--- config.mk ---
export PLATFORM = sky130hd
export DESIGN_NAME = seg_display_arbiter_flat
export DESIGN_NICKNAME = d
export VERILOG_FILES = /design/src/rtl/seg_display_arbiter_if.sv /design/src/rtl/seg_display_arbiter.sv /design/src/flat_wrapper.sv
export SDC_FILE = /design/constraint.sdc
export NUM_CORES = 1
export LEC_CHECK = 0
export ABC_CLOCK_PERIOD_IN_PS = 22900
export BUFFER_PORTS_ARGS = -buffer_cell sky130_fd_sc_hd__buf_2
export CAP_MARGIN = 25
export CORE_MARGIN = 10
export CORE_UTILIZATION = 45
export DETAILED_ROUTE_END_ITERATION = 8
export PLACE_DENSITY = 0.7
export SLEW_MARGIN = 20
export SYNTH_ARGS = -nofsm -noshare
export SYNTH_HDL_FRONTEND = slang
export SYNTH_SLANG_ARGS = --single-unit
export TNS_END_PERCENT = 20
--- constraint.sdc ---
create_clock -name clk_in -period 22.9 [get_ports clk_in]
set_input_delay 4.58 -clock clk_in [delete_from_list [all_inputs] [get_ports clk_in]]
set_output_delay 4.58 -clock clk_in [all_outputs]
set_load 0.02 [all_outputs]
--- src/rtl/seg_display_arbiter_if.sv ---
// Bundles the requester-side strobes and the display-side outputs of seg_display_arbiter.
interface seg_display_arbiter_if #(
    parameter int NUM_SRC = 4
);
    logic [NUM_SRC-1:0]   req_valid_in;
    logic [32*NUM_SRC-1:0] req_data_in;
    logic [8*NUM_SRC-1:0]  req_mask_in;
    logic [31:0]          val_out;
    logic [7:0]           digit_mask_out;
    logic [2:0]           active_src_out;
    logic [NUM_SRC-1:0]   req_ack_out;
    logic                 busy_out;

    modport master (
        output req_valid_in, req_data_in, req_mask_in,
        input  val_out, digit_mask_out, active_src_out, req_ack_out, busy_out
    );

    modport slave (
        input  req_valid_in, req_data_in, req_mask_in,
        output val_out, digit_mask_out, active_src_out, req_ack_out, busy_out
    );
endinterface

--- src/rtl/seg_display_arbiter.sv ---
// Fixed-priority sharing of one 8-digit seven-segment display between NUM_SRC requesters,
// with a blank gap on source changes and a minimum on-screen hold per grant.
module seg_display_arbiter #(
    parameter int NUM_SRC      = 4,
    parameter int HOLD_CYCLES  = 50_000_000,
    parameter int BLANK_CYCLES = 5_000_000
) (
    input  logic                 clk_in,
    input  logic                 rst_in,
    seg_display_arbiter_if.slave bus
);
    typedef enum logic [1:0] {IDLE, BLANK, HOLD} state_t;

    state_t                   state_q, state_d;
    logic [NUM_SRC-1:0][31:0] shadow_data;
    logic [NUM_SRC-1:0][7:0]  shadow_mask;
    logic [NUM_SRC-1:0]       pending, clr, live_hit, ack_d, ack_q;
    logic [31:0]              cnt_q, cnt_d, val_q, val_d;
    logic [7:0]               mask_q, mask_d;
    logic [2:0]               act_q, act_d, win;
    logic                     win_vld, shown_q, shown_d, live;
    logic [31:0]              win_data, act_data, live_data;
    logic [7:0]               win_mask, act_mask, live_mask;

    // Per-source capture; a live update of the shown source does not queue a new grant.
    for (genvar i = 0; i < NUM_SRC; i++) begin : g_lane
        assign live_hit[i] = (state_q == HOLD) && bus.req_valid_in[i] && (act_q == 3'(i));

        always_ff @(posedge clk_in or posedge rst_in) begin
            if (rst_in) begin
                shadow_data[i] <= '0;
                shadow_mask[i] <= '0;
                pending[i]     <= 1'b0;
            end else begin
                if (bus.req_valid_in[i]) begin
                    shadow_data[i] <= bus.req_data_in[32*i +: 32];
                    shadow_mask[i] <= bus.req_mask_in[8*i +: 8];
                end
                pending[i] <= (pending[i] & ~clr[i]) | (bus.req_valid_in[i] & ~live_hit[i]);
            end
        end
    end

    assign live = |live_hit;

    always_comb begin
        win     = '0;
        win_vld = 1'b0;
        for (int i = NUM_SRC - 1; i >= 0; i--) begin
            if (pending[i]) begin
                win     = 3'(i);
                win_vld = 1'b1;
            end
        end
    end

    always_comb begin
        win_data  = '0;
        win_mask  = '0;
        act_data  = '0;
        act_mask  = '0;
        live_data = '0;
        live_mask = '0;
        for (int i = 0; i < NUM_SRC; i++) begin
            if (win == 3'(i)) begin
                win_data = shadow_data[i];
                win_mask = shadow_mask[i];
            end
            if (act_q == 3'(i)) begin
                act_data  = shadow_data[i];
                act_mask  = shadow_mask[i];
                live_data = bus.req_data_in[32*i +: 32];
                live_mask = bus.req_mask_in[8*i +: 8];
            end
        end
    end

    always_comb begin
        state_d = state_q;
        cnt_d   = cnt_q + 32'd1;
        val_d   = val_q;
        mask_d  = mask_q;
        act_d   = act_q;
        shown_d = shown_q;
        clr     = '0;
        case (state_q)
            IDLE: begin
                cnt_d = '0;
                if (win_vld) begin
                    for (int i = 0; i < NUM_SRC; i++)
                        if (win == 3'(i)) clr[i] = 1'b1;
                    // Re-grant of the source already on screen skips the blank gap.
                    if (win == act_q && shown_q) begin
                        val_d   = win_data;
                        mask_d  = win_mask;
                        state_d = HOLD;
                    end else begin
                        mask_d  = '0;
                        act_d   = win;
                        state_d = BLANK;
                    end
                end
            end
            BLANK: begin
                if (cnt_q == 32'(BLANK_CYCLES - 1)) begin
                    val_d   = act_data;
                    mask_d  = act_mask;
                    shown_d = 1'b1;
                    cnt_d   = '0;
                    state_d = HOLD;
                end
            end
            HOLD: begin
                if (live) begin
                    val_d  = live_data;
                    mask_d = live_mask;
                    cnt_d  = '0;
                end else if (cnt_q == 32'(HOLD_CYCLES - 1)) begin
                    cnt_d   = '0;
                    state_d = IDLE;
                end
            end
            default: begin
                cnt_d   = '0;
                state_d = IDLE;
            end
        endcase
        ack_d = clr;
    end

    always_ff @(posedge clk_in or posedge rst_in) begin
        if (rst_in) begin
            state_q <= IDLE;
            cnt_q   <= '0;
            val_q   <= '0;
            mask_q  <= '0;
            act_q   <= '0;
            ack_q   <= '0;
            shown_q <= 1'b0;
        end else begin
            state_q <= state_d;
            cnt_q   <= cnt_d;
            val_q   <= val_d;
            mask_q  <= mask_d;
            act_q   <= act_d;
            ack_q   <= ack_d;
            shown_q <= shown_d;
        end
    end

    assign bus.val_out        = val_q;
    assign bus.digit_mask_out = mask_q;
    assign bus.active_src_out = act_q;
    assign bus.req_ack_out    = ack_q;
    assign bus.busy_out       = (state_q != IDLE);
endmodule

--- src/flat_wrapper.sv ---
// flat-port wrapper written by rule: the top's interface ports become plain ports
module seg_display_arbiter_flat 
#(
    parameter int NUM_SRC      = 4,
    parameter int HOLD_CYCLES  = 50_000_000,
    parameter int BLANK_CYCLES = 5_000_000
)
  (clk_in, rst_in, bus_req_valid_in, bus_req_data_in, bus_req_mask_in, bus_val_out, bus_digit_mask_out, bus_active_src_out, bus_req_ack_out, bus_busy_out);
  seg_display_arbiter_if #(.NUM_SRC(NUM_SRC)) bus_i ();
  input  logic clk_in;
  input  logic rst_in;
  input wire logic [$bits(bus_i.req_valid_in)-1:0] bus_req_valid_in;
  input wire logic [$bits(bus_i.req_data_in)-1:0] bus_req_data_in;
  input wire logic [$bits(bus_i.req_mask_in)-1:0] bus_req_mask_in;
  output wire logic [$bits(bus_i.val_out)-1:0] bus_val_out;
  output wire logic [$bits(bus_i.digit_mask_out)-1:0] bus_digit_mask_out;
  output wire logic [$bits(bus_i.active_src_out)-1:0] bus_active_src_out;
  output wire logic [$bits(bus_i.req_ack_out)-1:0] bus_req_ack_out;
  output wire logic [$bits(bus_i.busy_out)-1:0] bus_busy_out;
  assign bus_i.req_valid_in = bus_req_valid_in;
  assign bus_i.req_data_in = bus_req_data_in;
  assign bus_i.req_mask_in = bus_req_mask_in;
  assign bus_val_out = bus_i.val_out;
  assign bus_digit_mask_out = bus_i.digit_mask_out;
  assign bus_active_src_out = bus_i.active_src_out;
  assign bus_req_ack_out = bus_i.req_ack_out;
  assign bus_busy_out = bus_i.busy_out;
  seg_display_arbiter #(.NUM_SRC(NUM_SRC), .HOLD_CYCLES(HOLD_CYCLES), .BLANK_CYCLES(BLANK_CYCLES)) u_core (.clk_in(clk_in), .rst_in(rst_in), .bus(bus_i));
endmodule
## Word-level counts from Yosys, hierarchy flattened

Cells that the tools add are included.

- Word-level logic and storage cells: 136
- Register bits: 246
- Output and inout bits: 48
- Bits in read-only memories: 0
- Memory bits (writable): 0
- Memories kept: 0
- Input port bits: 166
- Bits in latches: 0

- Divide/modulo/power cells: 0
- Reductions and logical operators: 20
- Add/sub/neg operators: 1
- Bitwise gates (word level): 21
- $mul: 0
- Equality and inequality tests: 17
- Order comparisons: 0
- Muxes and demuxes: 58
- Shifts and indexed selects: 0

Operators with widths:

| cell | count |
|---|---|
| 32-bit two-way mux | 19 |
| 8-bit two-way mux | 16 |
| 32-bit case mux with 3 select lines | 1 |
| 32-bit case mux with 2 select lines | 1 |
| 32-bit by 1-bit adder with 32-bit output, second input constant | 1 |
| 32-bit by 23-bit equality test with 1-bit output, second input constant | 1 |
| 32-bit by 26-bit equality test with 1-bit output, second input constant | 1 |
| 8-bit case mux with 3 select lines | 1 |
| 2-bit two-way mux | 9 |
| 1-bit logical AND | 9 |
| 1-bit NOT | 9 |
| 1-bit AND | 8 |
| 1-bit two-way mux | 8 |
| 4-bit two-way mux | 2 |
| 2-bit by 1-bit inequality test with 1-bit output, second input constant | 4 |
| 4-bit AND reduction | 2 |
| 2-bit equality test, second input constant | 3 |
| 3-bit by 2-bit equality test with 1-bit output, second input constant | 2 |
| 3-bit zero test | 2 |
| 2-bit case mux with 3 select lines | 1 |
| 5-bit AND reduction | 1 |
| 2-bit by 1-bit equality test with 1-bit output, second input constant | 2 |
| 2-bit inequality test, second input constant | 2 |
| 1-bit OR | 4 |
| other kinds (8) | 8 |

## Logic depth before layout (Yosys ltp)

Gate-level depths: netlist of run 1.

- Depth in word-level cells: 12
- Gate-level depth with buffers: 9
- Depth with buffers taken out: 7

## Worst setup path after synthesis of run 1

No wires, ideal clock.

- Kind: input-to-reg
- Start: input bus_req_valid_in[1]
- End: register u_core.val_q[0] (netlist: u_core.bus.val_out[0])
- Buffers on the path: 3
- Setup slack: 16.376 ns
- Setup time: 0.125 ns
- Required time: 22.775 ns
- Stages on the path: 8
- Data arrival time: 6.399 ns
- Path through: clkbuf_1 -> mux4_2 -> nor2_1 -> or3_1 -> clkbuf_1 -> a211oi_2 -> buf_4 -> mux2_2

- Cells in the longest elaborated chain, start to end: 5

Ends and longest elaborated chain:

| item | RTL line | RTL |
|---|---|---|
| from (decl) | flat_wrapper.sv:12 | `input wire logic [$bits(bus_i.req_valid_in)-1:0] bus_req_valid_in;` |
| 1-bit logical AND (2 in a row) | seg_display_arbiter.sv:27 | `assign live_hit[i] = (state_q == HOLD) && bus.req_valid_in[i] && (act_q == 3'(i));` |
| 4-bit OR reduction | seg_display_arbiter.sv:44 | `assign live = \|live_hit;` |
| 2-bit by 1-bit inequality test with 1-bit output (no line) | - |  |
| 5-bit AND reduction (no line) | - |  |
| to (signal assigned) | seg_display_arbiter.sv:143 | `val_q <= val_d;` |
| to (decl) | seg_display_arbiter.sv:18 | `logic [31:0] cnt_q, cnt_d, val_q, val_d;` |

No other way between the ends.
A chain may end at the register's enable or synchronous reset.

## Worst setup path in the final report of run 1

- Start: input bus_req_valid_in[3]
- End: register u_core.val_q[31] (netlist: u_core.bus.val_out[31])

Same word-level chain as after synthesis.

==> flow_summary_export.csv, run 1 <==
group,metric,value,unit
cts,cts_tree,"done",
logic_synthesis,ys.flop_type,"dfrtp_1",
logic_synthesis,ys_warn_count,0,
pwr,powerDensity,68.6,nW/µm²
worst_setup_path,crit_fanout,42,
route,drc,0,
worst_setup_path,crit_chain,"buf_2 -> buf_4 -> mux4_2 -> nor2_1 -> or3_1 -> a211oi_4 -> buf_4 -> mux2_2",
job,cap_viol_max_count,0,
cells_and_area,area_growth,17.3,%
cts,cts_hold_buf,0,
timing,period_share,31.2,%
timing,clock_skew,0.0337,ns
worst_setup_path,max_stage_delay,0.61,ns
cts,clkSlewWorstSetupHoldPaths,0.06,ns
global_route,grt_antenna_before_repair,1,
timing,maxSlewHeadroom,28.3,%
timing,setup_tns,0,ns
worst_setup_path,crit_path_end_kind,"flop",
route,firstDrtPassIters,6,
global_route,grt_start_max_net_pins,112,
cts,htreeDepth,1,
global_route,grt_pass1_wl,71200,µm
logic_synthesis,syn_avg_cell_area,10.4,µm²
pwr,peakVddDrop,60.8,µV
timing,hold_viol_final,0,
place,gp_congestion,0.843,
global_route,grt_use_total,22.7,%
cts,post-cts-setup-buffers,0,
global_route,grt_use_met2,36.9,%
worst_setup_path,path_delay_family,"buffers and inverters",
route,drtAntennaViolNets,0,
logic_synthesis,synth_top_area_share,43.4,%
timing,finalSetupViolations,0,
logic_synthesis,synthCells,1362,
route,first_iter_violations,1152,
run_status,status,"completed",
route,wire_per_inst,23.8,µm
logic_synthesis,async_flop_share,100,%
floorplanning,num_rows,64,
pwr,leakagePower,0.00701,µW
cts,cts_num_sinks,245,
logic_synthesis,synth_edf_count,0,
timing,maxSlewViolCount,0,
floorplanning,dieWidth,197,µm
hold_path,hold_path.class,"reg2reg",
route,via_per_inst,6.31,
global_route,top_usage_layer,"met2",
logic_synthesis,yosysTopAreaCell,"dfrtp_1",
cts,clk_latency,0.58,ns
cts,clock-root-buffer,"clkbuf_16",
floorplanning,core,30700,µm²
floorplanning,die-area,38900,µm²
floorplanning,die_y,197,µm
timing,fmax,0.140,GHz
global_route,grtUsageMet3,4.22,%
worst_setup_path,cp_slowest_cell,"buf_4",
worst_setup_path,critPathLaunchType,"primary input",
cts,clock_path_buffers,3,
timing,fin_crit,7.13,ns
floorplanning,io-pin-count,214,
floorplanning,start_util,45.9,%
logic_synthesis,yosysSeqAreaShare,43.4,%
worst_setup_path,cpMostUsedCell,"buf_4",
logic_synthesis,syn-num-nets,1533,
timing,rsz0062_at_grt,"no",
pwr,p_total,1140,µW
global_route,grt_pass1_vias,12600,
timing,tightest_slew,1.07,ns
logic_synthesis,ys_top_cells_by_area,"dfrtp_1 43%, mux2_2 18%, a22o_1 4.5%",
cts,cts_buffers,29,
cells_and_area,drive_above_1_share,34.8,%
worst_setup_path,crit_buf_inv,3,
route,via_count,12100,
route,finalWirelength,45800,µm
global_route,grt.overflow.total,0,
worst_setup_path,cp.required,23.34,ns
place,port_buffers,212,
logic_synthesis,synth_area,14100,µm²
cts,cts_resized,0,
cells_and_area,nets,1672,
worst_setup_path,arrival,7.57,ns
cells_and_area,fillers,2711,
logic_synthesis,ys_seq_elements,245,
logic_synthesis,synth_cell_types,64,
place,hpwl,28000,µm
global_route,use_met1,30.2,%
worst_setup_path,critical_path_class,"in2reg",
==> metal layers <==
metal  vias to the layer above  part of all wire, %
met5                         -                0.044
met1                      6079                   43
met4                         2                  2.7
li1                       5406                    -
met2                       544                   47
met3                        94                  7.4
==> sequential cells by signal (all words and copies together) (netlist names) <==
name                       flops
u_core.bus.val_out            32
u_core.bus.active_src_out      2
u_core.bus.digit_mask_out      8
u_core.cnt_q                  32
u_core.pending                 4
u_core.shadow_data           128
u_core.shown_q                 1
u_core.shadow_mask            32
u_core.state_q                 2
u_core.bus.req_ack_out         4
==> cell type report <==
class	instances	area [µm²]	share of cell area, %
multi-input cells	975	7490	45.2
flip-flops and latches	245	6140	37.1
repair buffers	235	1300	7.86
clock buffers	38	790	4.77
well taps	396	495	2.99
clock inverters	16	279	1.68
inverters	15	63.8	0.385
diodes	1	2.50	0.0151
==> where the power goes <==
part / internal, µW / total (µW) / switching, µW
logic: 71.1 / 130 / 58.7
registers: 464 / 489 / 24.5
clock network: 323 / 517 / 195
==> cells by family (layout without fill, tap and decap cells) <==
kind of cell / Yosys count / in the layout / share of synthesized area (%)
AOI/OAI and AO/OA: 407 / 407 / 20.6
and+or+nand+nor: 272 / 272 / 9.15
other: 1 / 2 / 0.0266
buffers and inverters: 142 / 304 / 3.95
adders and majority gates: 5 / 5 / 0.443
xor gates and xnor gates: 28 / 28 / 1.74
DFF: 245 / 245 / 43.4
muxes: 262 / 262 / 20.7
==> synth_stat cells (2+ instances only) <==
master and number:
buf_2 8, a32oi_1 8, and2_1 4, nor4_1 5, ha_1 5, nor2_1 123, buf_1 12, a221oi_1 38
nand2b_1 10, inv_1 12, nor4bb_1 2, clkbuf_1 103, nand3_1 15, or4_1 2, mux2_2 222, nor3_1 10
a2bb2oi_1 33, dfrtp_1 245, a2111oi_0 3, and4_1 5, or3_1 3, o21ai_0 96, a22o_1 72, clkinv_1 3
nand2_1 55, buf_4 4, nor2b_1 11, a21oi_1 42, a211oi_1 11, o22ai_1 32, nor4_2 2, and3_1 9
a221o_1 8, xnor2_1 13, xor2_1 15, o31ai_1 17, mux2i_1 38, nand4_1 8, o21a_1 2, a22oi_1 32
==> path summary, 6_finish.rpt <==
check / from / endpoint / slack (ns) / cells past startpoint
setup / recovery: bus_req_valid_in[3] / u_core.bus.val_out[31] / 15.77 / 8
min in group asynchronous: rst_in / u_core.shadow_mask[22] / 4.15 / 2
hold / removal: u_core.cnt_q[0] / u_core.cnt_q[0] / 0.49 / 1
hold reg to reg: u_core.cnt_q[0] / u_core.cnt_q[0] / 0.49 / 1
setup reg to reg: u_core.pending[2] / u_core.bus.val_out[31] / 19.13 / 6
max in group asynchronous: rst_in / u_core.shadow_data[64] / 16.47 / 4
==> metrics by stage <==
step | worst slack (ns) | hold slack, ns | instances | util (%) | instance area (µm²)
2_1_floorplan | 11.59 | 0.444 | 1362 | - | 14100
3_3_place_gp | 14.71 | 0.464 | 1861 | 50.0 | 15400
3_5_place_dp | 15.20 | 0.477 | 1862 | 50.1 | 15400
4_1_cts | 15.79 | 0.486 | 1916 | 53.6 | 16500
5_1_grt | 15.66 | 0.512 | 1920 | 53.9 | 16600
6_report | 15.77 | 0.487 | 1921 | 53.9 | 16600
==> cell usage in the layout, fill, tap and decap left out, types with 33 or more instances in the layout <==
master	n
dfrtp_1	241
mux2_2	222
buf_2	212
nor2_1	122
o21ai_0	96
a22o_1	72
nand2_1	54
a21oi_1	42
mux2i_1	38
a221oi_1	38
a2bb2oi_1	33
Power figures use the tool's default switching activity.
==> inputs of run 2 (changes only) <==
--- a/config.mk
+++ b/config.mk
@@ -5,13 +5,14 @@
 export SDC_FILE = /design/constraint.sdc
 export NUM_CORES = 1
 export LEC_CHECK = 0
-export ABC_CLOCK_PERIOD_IN_PS = 22900
+export ABC_AREA = 1
+export ABC_CLOCK_PERIOD_IN_PS = 6100
 export BUFFER_PORTS_ARGS = -buffer_cell sky130_fd_sc_hd__buf_2
 export CAP_MARGIN = 25
 export CORE_MARGIN = 10
 export CORE_UTILIZATION = 45
 export DETAILED_ROUTE_END_ITERATION = 8
-export PLACE_DENSITY = 0.7
+export PLACE_DENSITY = 0.73
 export SLEW_MARGIN = 20
 export SYNTH_ARGS = -nofsm -noshare
 export SYNTH_HDL_FRONTEND = slang
==> constraint.sdc (replaced) <==
create_clock -name clk_in -period 6.1 [get_ports clk_in]
set_input_delay 1.22 -clock clk_in [delete_from_list [all_inputs] [get_ports clk_in]]
set_output_delay 1.22 -clock clk_in [all_outputs]
set_load 0.02 [all_outputs]
==> flow_summary_export.csv, run 2 <==
group,metric,value,unit
run_status,status,"completed",
route,drtAntennaViolNets,0,
route,firstDrtPassIters,5,
cells_and_area,largest_register,"u_core.shadow_data",
worst_setup_path,cp.required,6.60,ns
worst_setup_path,arrival,4.23,ns
worst_setup_path,cp_slowest_cell,"nor2_4",
cts,post-cts-setup-buffers,0,
timing,worst_slack,2.37,ns
logic_synthesis,yosysSeqAreaShare,42.4,%
cts,cts_tree,"done",
route,drc,0,
floorplanning,start_util,45.7,%
worst_setup_path,crit_fanout,37,
route,via_per_inst,5.48,
logic_synthesis,syn-num-nets,2319,
place,place_area,15700,µm²
place,dp_slack,2.42,ns
route,via_count,14900,
global_route,grt_use_total,25.3,%
timing,hold_viol_final,0,
global_route,grt_pass1_vias,14800,
logic_synthesis,yosysMostFrequentCell,"nand2_1",
cts,htreeDepth,1,
cts,clock-root-buffer,"clkbuf_16",
pwr,peakVddDrop,213,µV
timing,rsz0062_at_grt,"no",
cells_and_area,largest_register_ffs,128,
cells_and_area,final_area,16800,µm²
logic_synthesis,async_flop_share,100,%
worst_setup_path,path_delay_family,"simple AND/OR/NAND/NOR gates",
place,port_buffers,212,
timing,period_share,61.2,%
timing,maxSlewViolCount,0,
pwr,p_seq_share,43.4,%
logic_synthesis,synth_edf_count,0,
cts,cts_hold_buf,0,
logic_synthesis,ys_seq_elements,245,
global_route,grt_start_max_net_pins,179,
cts,clkSlewWorstSetupHoldPaths,0.06,ns
cells_and_area,final_common_cell,"nand2_1",
worst_setup_path,crit_chain,"buf_4 -> inv_2 -> nor2_4 -> nand3_1 -> nand2_1 -> nor2_4 -> nand2_2 -> nand3_4 -> nor2_4 -> nand2_1 -> nand2_1",
cts,cts_buffers,29,
pwr,p_sw,1030,µW
cts,clk_latency,0.57,ns
timing,fin_crit,3.73,ns
logic_synthesis,ys_top_cells_by_area,"dfrtp_1 42%, nand2_1 22%, nand3_1 6.4%",
logic_synthesis,synth_top_area_share,42.4,%
timing,maxSlewHeadroom,23.0,%
pwr,leakagePower,0.00875,µW
timing,whs,0.477,ns
floorplanning,die-area,39700,µm²
logic_synthesis,synth_cell_types,31,
route,first_iter_violations,1477,
pwr,comb_power_share,9.5,%
timing,setup_tns,0,ns
cells_and_area,area_growth,16.5,%
place,hpwl,33100,µm
logic_synthesis,syn_avg_cell_area,6.73,µm²
pwr,intPower,3060,µW
cts,cts_num_sinks,245,
floorplanning,die_y,199,µm
hold_path,hold_path.class,"reg2reg",
global_route,grt.overflow.total,0,
place,gp_congestion,0.935,
pwr,powerDensity,243,nW/µm²
logic_synthesis,synth_area,14400,µm²
cells_and_area,drive_above_1_share,13.7,%
worst_setup_path,max_stage_delay,0.83,ns
logic_synthesis,synth_commonest_cells,"849 x nand2_1, 245 x dfrtp_1, 200 x inv_1",
global_route,grt_pass1_wl,80100,µm
job,cap_viol_max_count,0,
worst_setup_path,crit_path_end_kind,"flop",
cells_and_area,fillers,3086,
pwr,p_sw_share,25.3,%
cells_and_area,fin_util,53.2,%
worst_setup_path,crit_buf_inv,2,
pwr,clkPwrFrac,47.2,%
cts,cts_resized,0,
worst_setup_path,critPathLaunchType,"flop",
floorplanning,io-pin-count,214,
floorplanning,num_rows,65,
timing,fmax,0.268,GHz
floorplanning,core,31600,µm²
timing,clock_skew,0.0149,ns
logic_synthesis,ys_warn_count,0,
cts,clock_path_buffers,3,
cells_and_area,antenna_cells,0,
cells_and_area,mostFrequentLayoutCells,"848 x nand2_1, 245 x dfrtp_1, 212 x buf_2, 199 x inv_1",
cells_and_area,nets,2462,
logic_synthesis,synthCells,2148,
floorplanning,dieWidth,199,µm
route,wire_per_inst,18.8,µm
worst_setup_path,critical_path_class,"reg2reg",
timing,finalSetupViolations,0,
logic_synthesis,yosysTopAreaCell,"dfrtp_1",
timing,tightest_slew,1.16,ns
global_route,grt_antenna_before_repair,0,
route,finalWirelength,51100,µm
logic_synthesis,ys.flop_type,"dfrtp_1",
[run 2: final cells by class]
cell class / count / area, µm² / area share, %
well taps: 402 / 503 / 2.99
clock buffers: 38 / 790 / 4.69
repair buffers: 236 / 1330 / 7.91
multi-input cells: 1571 / 7030 / 41.8
clock inverters: 14 / 256 / 1.52
inverters: 208 / 785 / 4.66
flip-flops and latches: 245 / 6130 / 36.4
[run 2: metal layers]
metal,part of all wire (%),global-route usage (%),up-vias
met5,0,0,-
met4,2.5,8.22,0
met3,11,6.16,90
met2,45,40.0,800
met1,41,33.2,6912
li1,-,-,7076
[run 2: cells by family (layout without fill, tap and decap cells)]
group | after synthesis | count (layout) | synth area share, %
AOI/OAI and AO/OA | 305 | 305 | 11.8
xor gates and xnor gates | 24 | 24 | 1.46
adders and majority gates | 5 | 5 | 0.433
buffers and inverters | 332 | 496 | 9.02
DFF | 245 | 245 | 42.4
other | 1 | 1 | 0.0260
and+or+nand+nor | 1236 | 1236 | 34.8
[run 2: power groups by stage]
stage	clock (µW)	sequential (µW)	combinational, µW
floorplan	0	1790	233
global placement	0	1800	374
detailed placement	0	1800	384
CTS	1950	1770	386
global route	2020	1780	444
finish	1930	1780	388
[run 2: through the flow]
step | power [µW] | cells
global placement | 2170 | 2657
detailed placement | 2180 | 2658
global route | 4250 | 2714
floorplan | 2020 | 2148
CTS | 4100 | 2710
finish | 4090 | 2714
[run 2: worst register-to-register path: cells and delay by family (launching register included)]
kind          cells  cell delay [ns]
flops             1             0.35
simple gates      9             2.54
buf+inv           2             0.77
[run 2: final timing paths]
path / start / cells past startpoint / slack (ns) / to
worst max-delay path: u_core.bus.active_src_out[1] / 11 / 2.37 / u_core.bus.val_out[20]
min in group asynchronous: rst_in / 3 / 0.80 / u_core.bus.digit_mask_out[2]
worst max register to register: u_core.bus.active_src_out[1] / 11 / 2.37 / u_core.bus.val_out[20]
max in group asynchronous: rst_in / 3 / 4.32 / u_core.bus.val_out[15]
worst min register to register: u_core.bus.val_out[11] / 2 / 0.48 / u_core.bus.val_out[11]
worst min-delay path: u_core.bus.val_out[11] / 2 / 0.48 / u_core.bus.val_out[11]
